### src/rtl/pc_sequencer_pkg.sv
// Shared types and helpers for the program-counter sequencer.
package pc_sequencer_pkg;

  // Next-PC source, listed in decreasing priority.
  typedef enum logic [2:0] {
    SEL_RET,
    SEL_JUMP,
    SEL_BRANCH,
    SEL_HOLD,
    SEL_SEQ
  } next_sel_e;

  // Mask of the PC bits below the fetch granule (STEP is a power of two).
  function automatic logic [63:0] align_mask(input int unsigned step);
    return 64'(step) - 64'd1;
  endfunction

endpackage

### src/rtl/pc_sequencer_if.sv
// Fetch-control bundle between the pipeline and the PC sequencer.
interface pc_sequencer_if #(
  parameter int unsigned WIDTH = 32,
  parameter int unsigned DEPTH = 4
);
  localparam int unsigned CW = $clog2(DEPTH + 1);

  logic             Stall;
  logic             BranchEn;
  logic [WIDTH-1:0] BranchTarget;
  logic             JumpEn;
  logic [WIDTH-1:0] JumpTarget;
  logic             RetEn;
  logic [WIDTH-1:0] RetTarget;
  logic             CallEn;
  logic             ClearFlags;
  logic [WIDTH-1:0] PC;
  logic [WIDTH-1:0] PCPlusStep;
  logic [CW-1:0]    RasCount;
  logic             RasHit;
  logic             Underflow;
  logic             Overflow;
  logic             Misaligned;

  modport master (
    output Stall, BranchEn, BranchTarget, JumpEn, JumpTarget,
           RetEn, RetTarget, CallEn, ClearFlags,
    input  PC, PCPlusStep, RasCount, RasHit, Underflow, Overflow, Misaligned
  );

  modport slave (
    input  Stall, BranchEn, BranchTarget, JumpEn, JumpTarget,
           RetEn, RetTarget, CallEn, ClearFlags,
    output PC, PCPlusStep, RasCount, RasHit, Underflow, Overflow, Misaligned
  );
endinterface

### src/rtl/pc_sequencer_ras_stack.sv
// Circular return-address stack: wrapping top pointer plus saturating count.
module ras_stack #(
  parameter int unsigned WIDTH = 32,
  parameter int unsigned DEPTH = 4
) (
  input  logic                       clk,
  input  logic                       rst_n,
  input  logic                       push,
  input  logic                       pop,
  input  logic [WIDTH-1:0]           push_data,
  output logic [WIDTH-1:0]           top,
  output logic [$clog2(DEPTH+1)-1:0] count,
  output logic                       overflow,
  output logic                       underflow
);
  localparam int unsigned PW = $clog2(DEPTH);
  localparam int unsigned CW = $clog2(DEPTH + 1);

  logic [WIDTH-1:0] mem_q [DEPTH];
  logic [WIDTH-1:0] mem_d [DEPTH];
  logic [PW-1:0]    ptr_q, ptr_d;
  logic [CW-1:0]    count_q, count_d;
  logic [PW-1:0]    ptr_inc, ptr_dec;
  logic             empty, full;

  assign top   = mem_q[ptr_q];
  assign count = count_q;

  // Pointer arithmetic and push/pop update; ptr_q always addresses the top entry.
  always_comb begin
    mem_d     = mem_q;
    ptr_d     = ptr_q;
    count_d   = count_q;
    overflow  = 1'b0;
    underflow = 1'b0;
    empty     = (count_q == '0);
    full      = (count_q == CW'(DEPTH));
    ptr_inc   = (ptr_q == PW'(DEPTH - 1)) ? '0 : ptr_q + PW'(1);
    ptr_dec   = (ptr_q == '0) ? PW'(DEPTH - 1) : ptr_q - PW'(1);
    if (push && pop) begin
      if (empty) begin
        // nothing to pop: degenerates to a plain push, but still an underflow
        ptr_d          = ptr_inc;
        mem_d[ptr_inc] = push_data;
        count_d        = CW'(1);
        underflow      = 1'b1;
      end else begin
        mem_d[ptr_q] = push_data;
      end
    end else if (push) begin
      ptr_d          = ptr_inc;
      mem_d[ptr_inc] = push_data;
      if (full) overflow = 1'b1;
      else      count_d  = count_q + CW'(1);
    end else if (pop) begin
      if (empty) begin
        underflow = 1'b1;
      end else begin
        ptr_d   = ptr_dec;
        count_d = count_q - CW'(1);
      end
    end
  end

  // Stack storage, pointer and count registers.
  always_ff @(posedge clk or negedge rst_n) begin
    if (!rst_n) begin
      for (int unsigned i = 0; i < DEPTH; i++) mem_q[i] <= '0;
      ptr_q   <= '0;
      count_q <= '0;
    end else begin
      mem_q   <= mem_d;
      ptr_q   <= ptr_d;
      count_q <= count_d;
    end
  end
endmodule

### src/rtl/pc_sequencer.sv
// Program counter with prioritised redirect select and return-address stack.
module pc_sequencer
  import pc_sequencer_pkg::*;
#(
  parameter int unsigned      WIDTH        = 32,
  parameter int unsigned      STEP         = 4,
  parameter logic [WIDTH-1:0] RESET_VECTOR = '0,
  parameter int unsigned      DEPTH        = 4
) (
  input logic         Clk,
  input logic         Reset_n,
  pc_sequencer_if.slave bus
);
  localparam logic [WIDTH-1:0] LOW_MASK = WIDTH'(align_mask(STEP));
  localparam int unsigned      CW       = $clog2(DEPTH + 1);

  logic [WIDTH-1:0] pc_q, pc_d;
  logic             ras_hit_q, ras_hit_d;
  logic             underflow_q, underflow_d;
  logic             overflow_q, overflow_d;
  logic             misaligned_q, misaligned_d;

  logic [WIDTH-1:0] pc_plus_step;
  logic [WIDTH-1:0] raw_target;
  logic             redirect;
  next_sel_e        sel;
  logic             ras_push, ras_pop;
  logic [WIDTH-1:0] ras_top;
  logic [CW-1:0]    ras_count;
  logic             ras_ovf, ras_udf;

  ras_stack #(.WIDTH(WIDTH), .DEPTH(DEPTH)) u_ras (
    .clk       (Clk),
    .rst_n     (Reset_n),
    .push      (ras_push),
    .pop       (ras_pop),
    .push_data (pc_plus_step),
    .top       (ras_top),
    .count     (ras_count),
    .overflow  (ras_ovf),
    .underflow (ras_udf)
  );

  // Next-PC selection, target alignment and sticky-flag update.
  always_comb begin
    pc_plus_step = pc_q + WIDTH'(STEP);
    sel          = SEL_SEQ;
    raw_target   = pc_plus_step;
    redirect     = 1'b0;
    if      (bus.RetEn)    sel = SEL_RET;
    else if (bus.JumpEn)   sel = SEL_JUMP;
    else if (bus.BranchEn) sel = SEL_BRANCH;
    else if (bus.Stall)    sel = SEL_HOLD;
    case (sel)
      SEL_RET: begin
        raw_target = (ras_count != '0) ? ras_top : bus.RetTarget;
        redirect   = 1'b1;
      end
      SEL_JUMP: begin
        raw_target = bus.JumpTarget;
        redirect   = 1'b1;
      end
      SEL_BRANCH: begin
        raw_target = bus.BranchTarget;
        redirect   = 1'b1;
      end
      SEL_HOLD: raw_target = pc_q;
      default:  raw_target = pc_plus_step;
    endcase
    pc_d         = raw_target & ~LOW_MASK;
    ras_pop      = bus.RetEn;
    ras_push     = bus.CallEn && (bus.RetEn || bus.JumpEn);
    ras_hit_d    = bus.RetEn && (ras_count != '0);
    underflow_d  = (underflow_q && !bus.ClearFlags) || ras_udf;
    overflow_d   = (overflow_q && !bus.ClearFlags) || ras_ovf;
    misaligned_d = (misaligned_q && !bus.ClearFlags) ||
                   (redirect && ((raw_target & LOW_MASK) != '0));
  end

  // PC and status registers.
  always_ff @(posedge Clk or negedge Reset_n) begin
    if (!Reset_n) begin
      pc_q         <= RESET_VECTOR;
      ras_hit_q    <= 1'b0;
      underflow_q  <= 1'b0;
      overflow_q   <= 1'b0;
      misaligned_q <= 1'b0;
    end else begin
      pc_q         <= pc_d;
      ras_hit_q    <= ras_hit_d;
      underflow_q  <= underflow_d;
      overflow_q   <= overflow_d;
      misaligned_q <= misaligned_d;
    end
  end

  assign bus.PC         = pc_q;
  assign bus.PCPlusStep = pc_plus_step;
  assign bus.RasCount   = ras_count;
  assign bus.RasHit     = ras_hit_q;
  assign bus.Underflow  = underflow_q;
  assign bus.Overflow   = overflow_q;
  assign bus.Misaligned = misaligned_q;
endmodule

### src/flat_wrapper.sv
// flat-port wrapper written by rule: the top's interface ports become plain ports
module pc_sequencer_flat import pc_sequencer_pkg::*;
#(
  parameter int unsigned      WIDTH        = 32,
  parameter int unsigned      STEP         = 4,
  parameter logic [WIDTH-1:0] RESET_VECTOR = '0,
  parameter int unsigned      DEPTH        = 4
)
  (Clk, Reset_n, bus_Stall, bus_BranchEn, bus_BranchTarget, bus_JumpEn, bus_JumpTarget, bus_RetEn, bus_RetTarget, bus_CallEn, bus_ClearFlags, bus_PC, bus_PCPlusStep, bus_RasCount, bus_RasHit, bus_Underflow, bus_Overflow, bus_Misaligned);
  pc_sequencer_if #(.WIDTH(WIDTH), .DEPTH(DEPTH)) bus_i ();
  input logic Clk;
  input logic Reset_n;
  input wire logic [$bits(bus_i.Stall)-1:0] bus_Stall;
  input wire logic [$bits(bus_i.BranchEn)-1:0] bus_BranchEn;
  input wire logic [$bits(bus_i.BranchTarget)-1:0] bus_BranchTarget;
  input wire logic [$bits(bus_i.JumpEn)-1:0] bus_JumpEn;
  input wire logic [$bits(bus_i.JumpTarget)-1:0] bus_JumpTarget;
  input wire logic [$bits(bus_i.RetEn)-1:0] bus_RetEn;
  input wire logic [$bits(bus_i.RetTarget)-1:0] bus_RetTarget;
  input wire logic [$bits(bus_i.CallEn)-1:0] bus_CallEn;
  input wire logic [$bits(bus_i.ClearFlags)-1:0] bus_ClearFlags;
  output wire logic [$bits(bus_i.PC)-1:0] bus_PC;
  output wire logic [$bits(bus_i.PCPlusStep)-1:0] bus_PCPlusStep;
  output wire logic [$bits(bus_i.RasCount)-1:0] bus_RasCount;
  output wire logic [$bits(bus_i.RasHit)-1:0] bus_RasHit;
  output wire logic [$bits(bus_i.Underflow)-1:0] bus_Underflow;
  output wire logic [$bits(bus_i.Overflow)-1:0] bus_Overflow;
  output wire logic [$bits(bus_i.Misaligned)-1:0] bus_Misaligned;
  assign bus_i.Stall = bus_Stall;
  assign bus_i.BranchEn = bus_BranchEn;
  assign bus_i.BranchTarget = bus_BranchTarget;
  assign bus_i.JumpEn = bus_JumpEn;
  assign bus_i.JumpTarget = bus_JumpTarget;
  assign bus_i.RetEn = bus_RetEn;
  assign bus_i.RetTarget = bus_RetTarget;
  assign bus_i.CallEn = bus_CallEn;
  assign bus_i.ClearFlags = bus_ClearFlags;
  assign bus_PC = bus_i.PC;
  assign bus_PCPlusStep = bus_i.PCPlusStep;
  assign bus_RasCount = bus_i.RasCount;
  assign bus_RasHit = bus_i.RasHit;
  assign bus_Underflow = bus_i.Underflow;
  assign bus_Overflow = bus_i.Overflow;
  assign bus_Misaligned = bus_i.Misaligned;
  pc_sequencer #(.WIDTH(WIDTH), .STEP(STEP), .RESET_VECTOR(RESET_VECTOR), .DEPTH(DEPTH)) u_core (.Clk(Clk), .Reset_n(Reset_n), .bus(bus_i));
endmodule
### config.mk
export PLATFORM = sky130hd
export DESIGN_NAME = pc_sequencer_flat
export DESIGN_NICKNAME = d
export VERILOG_FILES = /design/src/rtl/pc_sequencer_pkg.sv /design/src/rtl/pc_sequencer_if.sv /design/src/rtl/pc_sequencer_ras_stack.sv /design/src/rtl/pc_sequencer.sv /design/src/flat_wrapper.sv
export SDC_FILE = /design/constraint.sdc
export NUM_CORES = 1
export LEC_CHECK = 0
export ABC_CLOCK_PERIOD_IN_PS = 2400
export CAP_MARGIN = 20
export CORE_AREA = 3 3 147 149
export CTS_CLUSTER_DIAMETER = 80
export DETAILED_ROUTE_END_ITERATION = 6
export DIE_AREA = 0 0 150 152
export PLACE_DENSITY = 0.83
export SLEW_MARGIN = 10
export SYNTH_ARGS = -nofsm -noshare
export SYNTH_HDL_FRONTEND = slang
export SYNTH_SLANG_ARGS = --single-unit
export TNS_END_PERCENT = 100
### constraint.sdc
create_clock -name Clk -period 2.4 [get_ports Clk]
set_clock_uncertainty 0.05 [all_clocks]
set_input_delay 0.48 -clock Clk [delete_from_list [all_inputs] [get_ports Clk]]
set_output_delay 0.48 -clock Clk [all_outputs]
set_load 0.02 [all_outputs]
==> results.sh <==
export IMPL_drt_initial_drc_count=1705
export IMPL_rows=52
export IMPL_place_congestion=0.952
export IMPL_path_clk_slew_ns=0.08
export IMPL_final_antenna_net_count=0
export IMPL_ys_seq_elements=167
export IMPL_drv_slew=0
export IMPL_crit_type="reg2out"
export IMPL_htreeDepth=4
export IMPL_min_period_ns=2.81
export IMPL_clk_path_buf_depth=2
export IMPL_p_leak_uw=0.00587
export IMPL_synth_area_per_cell_um2=9.10
export IMPL_arrival_ns=2.28
export IMPL_hold_viol_final=0
export IMPL_power_internal_uw=10100
export IMPL_fin_area_um2=13600
export IMPL_vias_per_cell=6.38
export IMPL_rsz0062_at_grt="yes"
export IMPL_yosys_area_top_type="dfrtp_1"
export IMPL_regArea_um2=4190
export IMPL_p_clk_share_pct=15.3
export IMPL_fillers=1310
export IMPL_fin_nets=1403
export IMPL_vdd_ir_drop_max_v=0.000729
export IMPL_switching_share_pct=43.7
export IMPL_dieArea_um2=22800
export IMPL_cp_start_kind="flop"
export IMPL_synth_area_um2=9090
export IMPL_wire_per_inst_um=23.8
export IMPL_routed_wl_um=37600
export IMPL_yosysSeqAreaShare_pct=46.0
export IMPL_final_period_utilization_pct=117
export IMPL_timing_critical_path_from="u_core.bus.PC[2]"
export IMPL_final_core_util_pct=66.8
export IMPL_multi_input_area_um2=4920
export IMPL_cts_buffers=17
export IMPL_cts_tree="yes"
export IMPL_ys_types=62
export IMPL_setup_viol=26
export IMPL_synth_area_leaders="dfrtp_1 (46%), mux4_2 (7.4%), a21oi_1 (7.2%)"
export IMPL_root_buffer="clkbuf_16"
export IMPL_clkLatencyLatePin_ns=0.44
export IMPL_placed_cell_area_um2=12000
export IMPL_grt_usage_pct=28.7
export IMPL_dp_hpwl_um=21800
export IMPL_yosys_warnings=0
export IMPL_diodes=0
export IMPL_worstMarginPinSlew_ns=0.581
export IMPL_critPathRequiredTime_ns=1.87
export IMPL_grt_pass1_vias=9162
export IMPL_area_growth_pct=49.2
export IMPL_start_util_pct=44.8
export IMPL_crit_fanout=4
export IMPL_port_buffers=170
export IMPL_max_freq_mhz=356
export IMPL_status="finished, violations left"
export IMPL_slew_headroom_pct=61.2
export IMPL_vias=10100
export IMPL_final_cell_mix="dfrtp_1 (157), buf_4 (144), clkdlybuf4s50_1 (139)"
export IMPL_grt_max_degree=61
export IMPL_overflow=0
export IMPL_power_switching_uw=7880
export IMPL_drc=3
export IMPL_ys_flop_type="dfrtp_1"
export IMPL_p_per_area_nw_per_um2=1330
export IMPL_layout_drive_gt1_share_pct=28.7
export IMPL_die_h_um=152
export IMPL_netlist_instances=999
export IMPL_min_delay_start="u_core.bus.Underflow"
export IMPL_pwr_share_comb_pct=56.6
export IMPL_yosysTopAreaCellShare_pct=46.0
export IMPL_r2r_start="u_core.bus.PC[12]"
export IMPL_antenna_found_initial=0
export IMPL_coreArea_um2=20300
export IMPL_grt_pass1_wl_um=51400
export IMPL_cts_sinks=167
export IMPL_io_pins=175
export IMPL_pwr_share_seq_pct=28.1
export IMPL_setup_slack_ns=-0.408
export IMPL_synth_edff_count=0
export IMPL_firstDrtPassIters=7
export IMPL_end_kind="primary output"
export IMPL_cap_violations=0
export IMPL_worstHoldPathType="reg2reg"
export IMPL_async_flop_share_pct=100
export IMPL_die_w_um=150
export IMPL_layout_commonest_cell="dfrtp_1"
export IMPL_violations="design-rule violations, negative setup slack"
export IMPL_post_place_ws_ns=-0.395
## metrics by stage
stage | std cells | setup TNS [ns] | hold slack [ns] | total power, uW
after floorplan | 1002 | 0 | 0.134 | 9610
after global placement | 1497 | -5.58 | 0.396 | 13200
after global routing | 1576 | -7.88 | 0.453 | 18700
final | 1576 | -7.36 | 0.445 | 18000
after CTS | 1563 | -5.07 | 0.443 | 16800
after detailed placement | 1497 | -6.53 | 0.397 | 13500
## sequential cells by signal, indices dropped and copies added (netlist names)
register and count:
u_core.bus.Overflow 1, u_core.u_ras.mem_q 128, u_core.bus.Misaligned 1, u_core.bus.Underflow 1, u_core.u_ras.count 3, u_core.u_ras.ptr_q 2, u_core.bus.RasHit 1, u_core.bus.PC 30
## repair_timing
action	in CTS	in global routing
setup endpoints to repair	29	29
setup buffers	31	23
resized for setup	223	58
hold endpoints to repair	44	0
gates cloned	2	0
pin swaps	38	38
hold buffers	1	0
## metal layers
| metal | global-route usage, % | wire length [um] | share of wire, % |
|---|---|---|---|
| met1 | 36.6 | 12600 | 33 |
| met2 | 46.3 | 17000 | 45 |
| met3 | 8.37 | 5470 | 15 |
| met4 | 11.1 | 2570 | 6.9 |
| met5 | 0 | 0 | 0 |
## area by class of cell
type	instances	area share, %
clock inverter	15	1.35
tap	270	2.49
clock buffer	17	3.14
inverter	44	1.24
timing repair buffer	349	24.6
multi-input combinational	714	36.3
sequential	167	30.9
## synthesized netlist by cell type (11+ instances only)
| cell type | n |
|---|---|
| nor3_1 | 22 |
| xnor2_1 | 24 |
| a21oi_1 | 130 |
| nor2b_1 | 15 |
| nand2_1 | 128 |
| nor2_1 | 141 |
| nand3_1 | 36 |
| buf_2 | 18 |
| buf_1 | 11 |
| o21ai_0 | 38 |
| dfrtp_1 | 167 |
| mux4_2 | 30 |
| inv_1 | 44 |
| clkbuf_1 | 37 |
## power by group through the flow
stage / logic, uW / clock network, uW / registers, uW
after floorplan: 4470 / 0 / 5140
after global placement: 8420 / 0 / 4790
after detailed placement: 8640 / 0 / 4890
after CTS: 9200 / 2720 / 4890
after global routing: 10700 / 2870 / 5120
final: 10200 / 2760 / 5060
## critical path, stage by stage (launching register included)
cell and delay, ns:
dfrtp_2 0.44, ha_4 0.16, and3_4 0.22, nand3_4 0.14, nor3_4 0.32, xnor2_1 0.16
buf_4 0.17, inv_1 0.07, buf_2 0.16
## worst paths after layout
check / end / slack, ns / cells past startpoint
max in group asynchronous: u_core.u_ras.mem_q[73] / 1.07 / 3
worst min-delay path: u_core.bus.Underflow / 0.45 / 1
min in group asynchronous: u_core.bus.PC[23] / 0.51 / 2
worst max register to register: u_core.u_ras.mem_q[59] / -0.03 / 9
worst min register to register: u_core.bus.Underflow / 0.45 / 1
worst max-delay path: bus_PCPlusStep[30] / -0.41 / 8
## logic make-up (layout without fill, tap and decap cells)
kind of cell	count (synthesis)	after routing	share of synthesized area [%]
buffers and inverters	121	425	5.95
other	1	4	0.0413
XOR/XNOR	31	31	2.99
AND/OR/NAND/NOR	392	392	20.0
flip-flops	167	167	46.0
multiplexers	40	40	8.66
AO/OA/AOI/OAI	241	241	15.5
adder cells (fa/ha/maj)	6	6	0.908
Note: power is estimated with default switching activity, not from simulation.
